==> config.mk <==
export PLATFORM = sky130hd
export DESIGN_NAME = calendar_bcd_counter
export DESIGN_NICKNAME = d
export VERILOG_FILES = /design/src/rtl/calendar_bcd_counter.sv
export SDC_FILE = /design/constraint.sdc
export NUM_CORES = 1
export LEC_CHECK = 0
export ABC_AREA = 1
export CAP_MARGIN = 20
export CORE_ASPECT_RATIO = 1.25
export CORE_MARGIN = 2
export CORE_UTILIZATION = 46
export CTS_BUF_LIST = sky130_fd_sc_hd__clkbuf_4
export CTS_CLUSTER_DIAMETER = 100
export CTS_CLUSTER_SIZE = 12
export DETAILED_ROUTE_END_ITERATION = 8
export PLACE_DENSITY = 0.79
export SLEW_MARGIN = 20
export SYNTH_ARGS = -nofsm -noshare
export SYNTH_HDL_FRONTEND = slang
export SYNTH_SLANG_ARGS = --single-unit
==> constraint.sdc <==
create_clock -name clk -period 1.9 [get_ports clk]
set_clock_uncertainty 0.2 [all_clocks]
set_input_delay 0.38 -clock clk [delete_from_list [all_inputs] [get_ports clk]]
set_output_delay 0.38 -clock clk [all_outputs]
set_load 0.01 [all_outputs]
==> src/rtl/calendar_bcd_counter.sv <==
// calendar_bcd_counter
//   Day/month/year BCD calendar counter covering 01/01/00 .. 31/12/99.
//   The counter advances one day per day_inc pulse and applies the real month lengths.
//   A parallel date load is validated before it is applied.
//   Optional feature macro: CAL_LEAP_EN. When it is defined, February has 29 days in
//   2-digit leap years. When it is undefined, February always has 28 days.
//
// Ports
//   clk        in   system clock, rising edge
//   rst_n      in   asynchronous active-low reset
//   day_inc    in   advance date by one day (level-sampled every cycle)
//   load       in   load ld_day/ld_mon/ld_year (has priority over day_inc)
//   ld_day     in   BCD day   {tens, ones}
//   ld_mon     in   BCD month {tens, ones}
//   ld_year    in   BCD year  {tens, ones}
//   day_1..year_10  out  registered BCD digits
//   year_wrap  out  one-cycle pulse on the 99->00 rollover
//   load_err   out  one-cycle pulse when a load is rejected
module calendar_bcd_counter #(
  parameter logic [7:0] RST_YEAR = 8'h00
) (
  input  logic       clk,
  input  logic       rst_n,
  input  logic       day_inc,
  input  logic       load,
  input  logic [7:0] ld_day,
  input  logic [7:0] ld_mon,
  input  logic [7:0] ld_year,
  output logic [3:0] day_1,
  output logic [3:0] day_10,
  output logic [3:0] mon_1,
  output logic [3:0] mon_10,
  output logic [3:0] year_1,
  output logic [3:0] year_10,
  output logic       year_wrap,
  output logic       load_err
);

  logic [7:0] r_day, r_mon, r_year;
  logic       r_year_wrap, r_load_err;

  logic [7:0] w_day_d, w_mon_d, w_year_d;
  logic       w_year_wrap_d, w_load_err_d;
  logic       w_cur_leap, w_ld_leap;
  logic [7:0] w_cur_len, w_ld_len;
  logic       w_ld_nib_ok, w_ld_mon_ok, w_ld_day_ok, w_ld_ok;

  function automatic logic [7:0] bcd_inc(input logic [7:0] v);
    if (v[3:0] == 4'd9) bcd_inc = {v[7:4] + 4'd1, 4'd0};
    else                bcd_inc = {v[7:4], v[3:0] + 4'd1};
  endfunction

  // Month length returned as a BCD byte so it compares directly against the BCD day.
  function automatic logic [7:0] month_len(input logic [7:0] mon, input logic leap);
    case (mon)
      8'h04, 8'h06, 8'h09, 8'h11: month_len = 8'h30;
      8'h02:                      month_len = leap ? 8'h29 : 8'h28;
      default:                    month_len = 8'h31;
    endcase
  endfunction

`ifdef CAL_LEAP_EN
  // 2-digit leap rule: a year is a leap year when the BCD year is a multiple of 4.
  // With an even tens digit, the ones digit must be 0, 4 or 8.
  // With an odd tens digit, the ones digit must be 2 or 6.
  function automatic logic is_leap(input logic tens_odd, input logic [3:0] ones);
    if (tens_odd) is_leap = (ones == 4'd2) || (ones == 4'd6);
    else          is_leap = (ones == 4'd0) || (ones == 4'd4) || (ones == 4'd8);
  endfunction

  assign w_cur_leap = is_leap(r_year[4], r_year[3:0]);
  assign w_ld_leap  = is_leap(ld_year[4], ld_year[3:0]);
`else
  assign w_cur_leap = 1'b0;
  assign w_ld_leap  = 1'b0;
`endif

  assign w_cur_len = month_len(r_mon, w_cur_leap);
  assign w_ld_len  = month_len(ld_mon, w_ld_leap);

  // Once every nibble is known to be at most 9, BCD bytes compare correctly as plain unsigned values.
  assign w_ld_nib_ok = (ld_day[7:4] <= 4'd9) && (ld_day[3:0] <= 4'd9) &&
                       (ld_mon[7:4] <= 4'd9) && (ld_mon[3:0] <= 4'd9) &&
                       (ld_year[7:4] <= 4'd9) && (ld_year[3:0] <= 4'd9);
  assign w_ld_mon_ok = (ld_mon >= 8'h01) && (ld_mon <= 8'h12);
  assign w_ld_day_ok = (ld_day >= 8'h01) && (ld_day <= w_ld_len);
  assign w_ld_ok     = w_ld_nib_ok && w_ld_mon_ok && w_ld_day_ok;

  always_comb begin
    w_day_d       = r_day;
    w_mon_d       = r_mon;
    w_year_d      = r_year;
    w_year_wrap_d = 1'b0;
    w_load_err_d  = 1'b0;
    if (load) begin
      // A load always consumes the cycle, so a coincident day_inc is dropped.
      if (w_ld_ok) begin
        w_day_d  = ld_day;
        w_mon_d  = ld_mon;
        w_year_d = ld_year;
      end else begin
        w_load_err_d = 1'b1;
      end
    end else if (day_inc) begin
      if (r_day == w_cur_len) begin
        w_day_d = 8'h01;
        if (r_mon == 8'h12) begin
          w_mon_d = 8'h01;
          if (r_year == 8'h99) begin
            w_year_d      = 8'h00;
            w_year_wrap_d = 1'b1;
          end else begin
            w_year_d = bcd_inc(r_year);
          end
        end else begin
          w_mon_d = bcd_inc(r_mon);
        end
      end else begin
        w_day_d = bcd_inc(r_day);
      end
    end
  end

  always_ff @(posedge clk or negedge rst_n) begin
    if (!rst_n) begin
      r_day       <= 8'h01;
      r_mon       <= 8'h01;
      r_year      <= RST_YEAR;
      r_year_wrap <= 1'b0;
      r_load_err  <= 1'b0;
    end else begin
      r_day       <= w_day_d;
      r_mon       <= w_mon_d;
      r_year      <= w_year_d;
      r_year_wrap <= w_year_wrap_d;
      r_load_err  <= w_load_err_d;
    end
  end

  assign day_1     = r_day[3:0];
  assign day_10    = r_day[7:4];
  assign mon_1     = r_mon[3:0];
  assign mon_10    = r_mon[7:4];
  assign year_1    = r_year[3:0];
  assign year_10   = r_year[7:4];
  assign year_wrap = r_year_wrap;
  assign load_err  = r_load_err;

endmodule

# Yosys cells after proc, flatten, opt, wreduce, memory -nomap -nowiden
# Cells that the tools add are included.
# totals
reg_bits	26
out_inout_bits	26
word_cells	91
# op_classes
add_sub_neg	6
magnitude_cmp	10
eq_ne	17
muxes	27
n_reduce_logical	23
# op_table
cell	n
8-bit 2-to-1 mux	18
8-bit by 3-bit == test with 1-bit output (second input constant)	4
4-bit by 1-bit adder with 4-bit output (second input constant)	6
8-bit by 5-bit == test with 1-bit output (second input constant)	3
4-bit <= comparator (second input constant)	6
5-bit case mux with 2 select lines	2
8-bit by 2-bit == test with 1-bit output (second input constant)	2
8-bit by 4-bit == test with 1-bit output (second input constant)	2
8-bit by 1-bit >= comparator with 1-bit output (second input constant)	2
4-bit == test (second input constant)	3
1-bit logical AND	9
3-bit nonzero test	3
8-bit == test	1
8-bit == test (second input constant)	1
8-bit by 5-bit <= comparator with 1-bit output (second input constant)	1
8-bit <= comparator	1
4-bit AND reduction	2
4-bit OR reduction	2
1-bit 2-to-1 mux	7
3-bit AND reduction	2
2-bit nonzero test	3
5-bit AND reduction	1
2-bit by 1-bit != test with 1-bit output (second input constant)	1
2-bit AND reduction	1

# Logic depth before layout (Yosys ltp)
# logic_depth
depth_word	10
depth_mapped	18
mapped_depth_nobuf	18

# Worst setup path after synthesis
# OpenSTA, ideal clock, no wires.
# synth_path
path_type	input port to flip-flop
start	input ld_mon[6]
end	register r_mon[4]
setup_ns	0.122
t_arrival_ns	2.182
setup_slack_ns	-0.604
cell_stages	16
n_path_buf	0
path_cell_list	inv_1 > nand3_1 > inv_1 > nand2_1 > o31ai_1 > a311oi_1 > ha_1 > nand3_1 > o21ai_0 > nand2_1 > a21oi_1 > nand2_1 > a21oi_4 > nand3_4 > nand2_1 > o21ai_1
# synth_via
elab_chain_len	9
word_cells_on_any_way	21
classes_between	order compare (4); eq/ne (6); mux (1); reduce/logical (10)
# synth_rtl
item	line	rtl
from (decl)	27	input logic [7:0] ld_mon,
parallel branches: the longest is 6 deep, another holds 8-bit <= comparator	--	
1-bit logical AND *	87	assign w_ld_ok = w_ld_nib_ok && w_ld_mon_ok && w_ld_day_ok;
2-bit by 1-bit != test with 1-bit output (no source line) *	--	
4-bit AND reduction (no source line) *	--	
to (signal assigned)	133	r_mon <= w_mon_d;
to (decl)	39	logic [7:0] r_day, r_mon, r_year;
# Mark *: on every way between the ends.
# A chain may end at the register's enable or synchronous reset.

# Final worst setup path
# layout_path
start	input ld_mon[6]
end	register r_day[4]
# layout_via
elab_chain_len	9
word_cells_on_any_way	21
classes_between	order compare (4); eq/ne (6); mux (1); reduce/logical (10)
# layout_rtl
item	line	rtl
parallel branches: the longest is 6 deep, another holds 8-bit <= comparator	--	
1-bit logical AND *	87	
2-bit by 1-bit != test with 1-bit output (no source line) *	--	
3-bit AND reduction (no source line) *	--	
to (signal assigned)	132	r_day <= w_day_d;
to (decl)	39	
# Marked as above.

==> results.json <==
{
  "status": "finished with violations",
  "failed_checks": "setup timing",
  "tightest_slew_ns": 0.356,
  "p_leak_nw": 1.85,
  "grt_overflow_total": 0,
  "num_antenna_cells": 0,
  "dpl.hpwl_um": 5110,
  "die_area_um2": 5220,
  "drt_iter0_markers": 207,
  "maxCapViolCount": 0,
  "max_freq_ghz": 0.377,
  "vdd_drop_max_mv": 0.414,
  "syn_area_um2": 2140,
  "synthAdderAreaFrac_pct": 7.60,
  "synth_top_area_share_pct": 28.1,
  "cp-end-kind": "register",
  "post_drt_wl_per_cell_um": 16.5,
  "arrival_ns": 2.70,
  "synth.distinct_cells": 34,
  "path_delay_family": "compound AO/OA/AOI/OAI gates",
  "firstDrtPassIters": 6,
  "synth_area_per_cell_um2": 6.71,
  "synth_mux_area_share_pct": 0,
  "antenna_found_initial": 0,
  "yosysSeqAreaShare_pct": 30.5,
  "crit_fanout": 6,
  "slew_headroom_pct": 76.3,
  "synth_top_family_by_area": "simple AND/OR/NAND/NOR gates",
  "grt_usage_pct": 31.0,
  "grt_pass1_vias": 2857,
  "drc": 0,
  "path_cells": "buf_8, inv_4, nand3_4, inv_4, nand2_8, o31ai_4, a311oi_2, ha_2, nand3_2, o21ai_1, nand2_1, a21oi_2, nand2_2, a21oi_4, buf_6, nand2_8, nand2_1, nand2_1",
  "synth_edf_count": 0,
  "synth_area_leaders": "dfrtp_1, nand2_1, nand3_1, ha_1, inv_1",
  "utilization_pct": 83.1,
  "numPortBuffers": 53,
  "slowest_stage": "ha_2",
  "drive_above_1_share_pct": 35.9,
  "synthCells": 319,
  "synth_flop_cell": "dfrtp_1",
  "finalWorstSetupSlack_ns": -0.753,
  "htreeDepth": 1,
  "min_period_ns": 2.65,
  "design_area_um2": 3680,
  "synthArstFlopShare_pct": 100,
  "start_util_pct": 48.4,
  "multiInputGateArea_um2": 1580,
  "num_rows": 27,
  "final-hold-violation-count": 0,
  "period_share_pct": 140,
  "routed_wl_um": 8400,
  "seqCellArea_um2": 656,
  "clkLatencyLatePin_ns": 0.34,
  "clockBufferDepth": 2,
  "grt_max_degree": 27,
  "synth_compound_area_share_pct": 14.1,
  "routabilityCongestion": 0.872,
  "yosysTopAreaCell": "dfrtp_1",
  "vias": 2872,
  "syn2layout_area_growth_pct": 71.8,
  "ios": 54,
  "required_ns": 1.95,
  "crit_top_cell": "nand2_1",
  "syn_nets": 360,
  "antenna_left": 0,
  "numCtsBuffers": 3,
  "cts.sinks": 26,
  "core_um2": 4430,
  "cp_num_buf_inv": 4,
  "hold_slack_ns": 0.188,
  "worstHoldPathType": "in2async",
  "die_h_um": 80.3,
  "synth_simple_gate_area_share_pct": 35.7,
  "grt_setup_unrepaired": "yes",
  "fin_tns_setup_ns": -17.12,
  "placed_area_um2": 3180,
  "via_per_inst": 5.64,
  "clk_pin_slew_ns": 0.15,
  "grt_pass1_wl_um": 12800,
  "power_density_nw_per_um2": 650,
  "place_inst": 482,
  "cts_root_buf": "clkbuf_4",
  "setup_viol": 27,
  "slew_viol_final": 0,
  "layout.nets": 494,
  "synthXorXnorAreaFrac_pct": 3.27,
  "die_width_um": 65.0,
  "path_class": "in2reg",
  "cts_tree": "done",
  "nFillCells": 255,
  "synth-seq-cells": 26,
  "yosysWarnings": 0,
  "cp-start-kind": "primary input",
  "slowest_delay_ns": 0.34,
  "stdcell_count": 509
}
synthesized netlist by cell type (2+ instances only):
cell and instances:
dfstp_2 2, clkbuf_1 2, xor2_1 6, nand2_1 85, nor3_1 3, nand3_1 33, nor2_1 29, a21oi_1 16
dfrtp_1 24, o21ai_0 17, nand4_1 8, xnor2_1 2, o31ai_1 2, nor2_2 2, clkinv_1 2, inv_1 38
inv_2 3, ha_1 13, nand2_2 4, o22ai_1 3, o21ai_1 12
flip-flops by register name, summed over array words and instances, names as in the netlist:
| signal | cells |
|---|---|
| year_wrap | 1 |
| r_day | 8 |
| load_err | 1 |
| r_year | 8 |
| r_mon | 8 |
logic make-up after synthesis:
logic type	count (synthesis)
AND/OR/NAND/NOR	171
AO/OA/AOI/OAI	53
flip-flops	26
buffers and inverters	48
adder cells (fa/ha/maj)	13
XOR/XNOR	8
through the flow:
stage	setup slack, ns	power [mW]
floorplan	-0.582	1.28
global placement	-1.27	1.82
detailed placement	-1.33	1.86
CTS	-0.498	2.21
global route	-0.856	2.53
finish	-0.753	2.39
final cells by class:
type,instances,share of cell area (%)
Clock buffer,3,0.612
Timing Repair Buffer,134,31.5
Multi-Input combinational cell,245,43.0
Tap cell,58,1.97
Inverter,43,5.00
Sequential cell,26,17.8
repair_timing:
item	CTS	global route
gates resized for setup	86	45
setup endpoints to repair	48	33
gates cloned	0	0
buffers inserted	17	7
hold buffers	0	0
pin swaps	16	15
cells in the final DEF (no fill, tap or decap), types with 3 or more instances in the layout:
cell	instances
nor2_2	4
o22ai_1	3
nand3_1	26
dfrtp_1	22
dlymetal6s2s_1	4
inv_2	7
o21ai_0	16
inv_1	30
dlygate4sd2_1	12
buf_6	9
nand2_2	12
nor2_4	5
ha_1	11
clkbuf_4	3
clkdlybuf4s50_1	29
xor2_1	6
a21oi_1	11
nor2_1	22
nand4_1	8
nand3_4	3
nand2_4	6
nand3_2	5
a21oi_2	5
buf_4	73
nand2_1	70
buf_2	3
o21ai_1	11
worst paths after layout:
check	from	to	slack, ns	cells past startpoint
min reg2reg	r_day[7]	r_day[7]	0.34	2
min	rst_n	r_year[5]	0.19	2
min in group clk	ld_mon[5]	r_mon[5]	0.23	4
max in group asynchronous	rst_n	r_day[0]	1.00	2
max reg2reg	r_mon[4]	r_day[4]	-0.38	13
max	ld_mon[6]	r_day[4]	-0.75	18
power by group:
| part | internal [mW] | leakage (nW) | switching [mW] |
|---|---|---|---|
| Combinational | 0.660 | 1.51 | 0.713 |
| Sequential | 0.664 | 0.322 | 0.0946 |
| Clock | 0.0750 | 0.0138 | 0.185 |
| Total | 1.40 | 1.85 | 0.993 |
layer usage:
| metal | wire (um) | share of wire [%] | global-route usage (%) | up-vias |
|---|---|---|---|---|
| li1 | - | - | - | 1315 |
| met1 | 3060 | 36 | 34.6 | 1375 |
| met2 | 4520 | 54 | 57.2 | 143 |
| met3 | 453 | 5.4 | 3.92 | 39 |
| met4 | 366 | 4.4 | 15.8 | 0 |
| met5 | 0 | 0 | 0 | - |
Note: power is estimated with default switching activity, not from simulation.
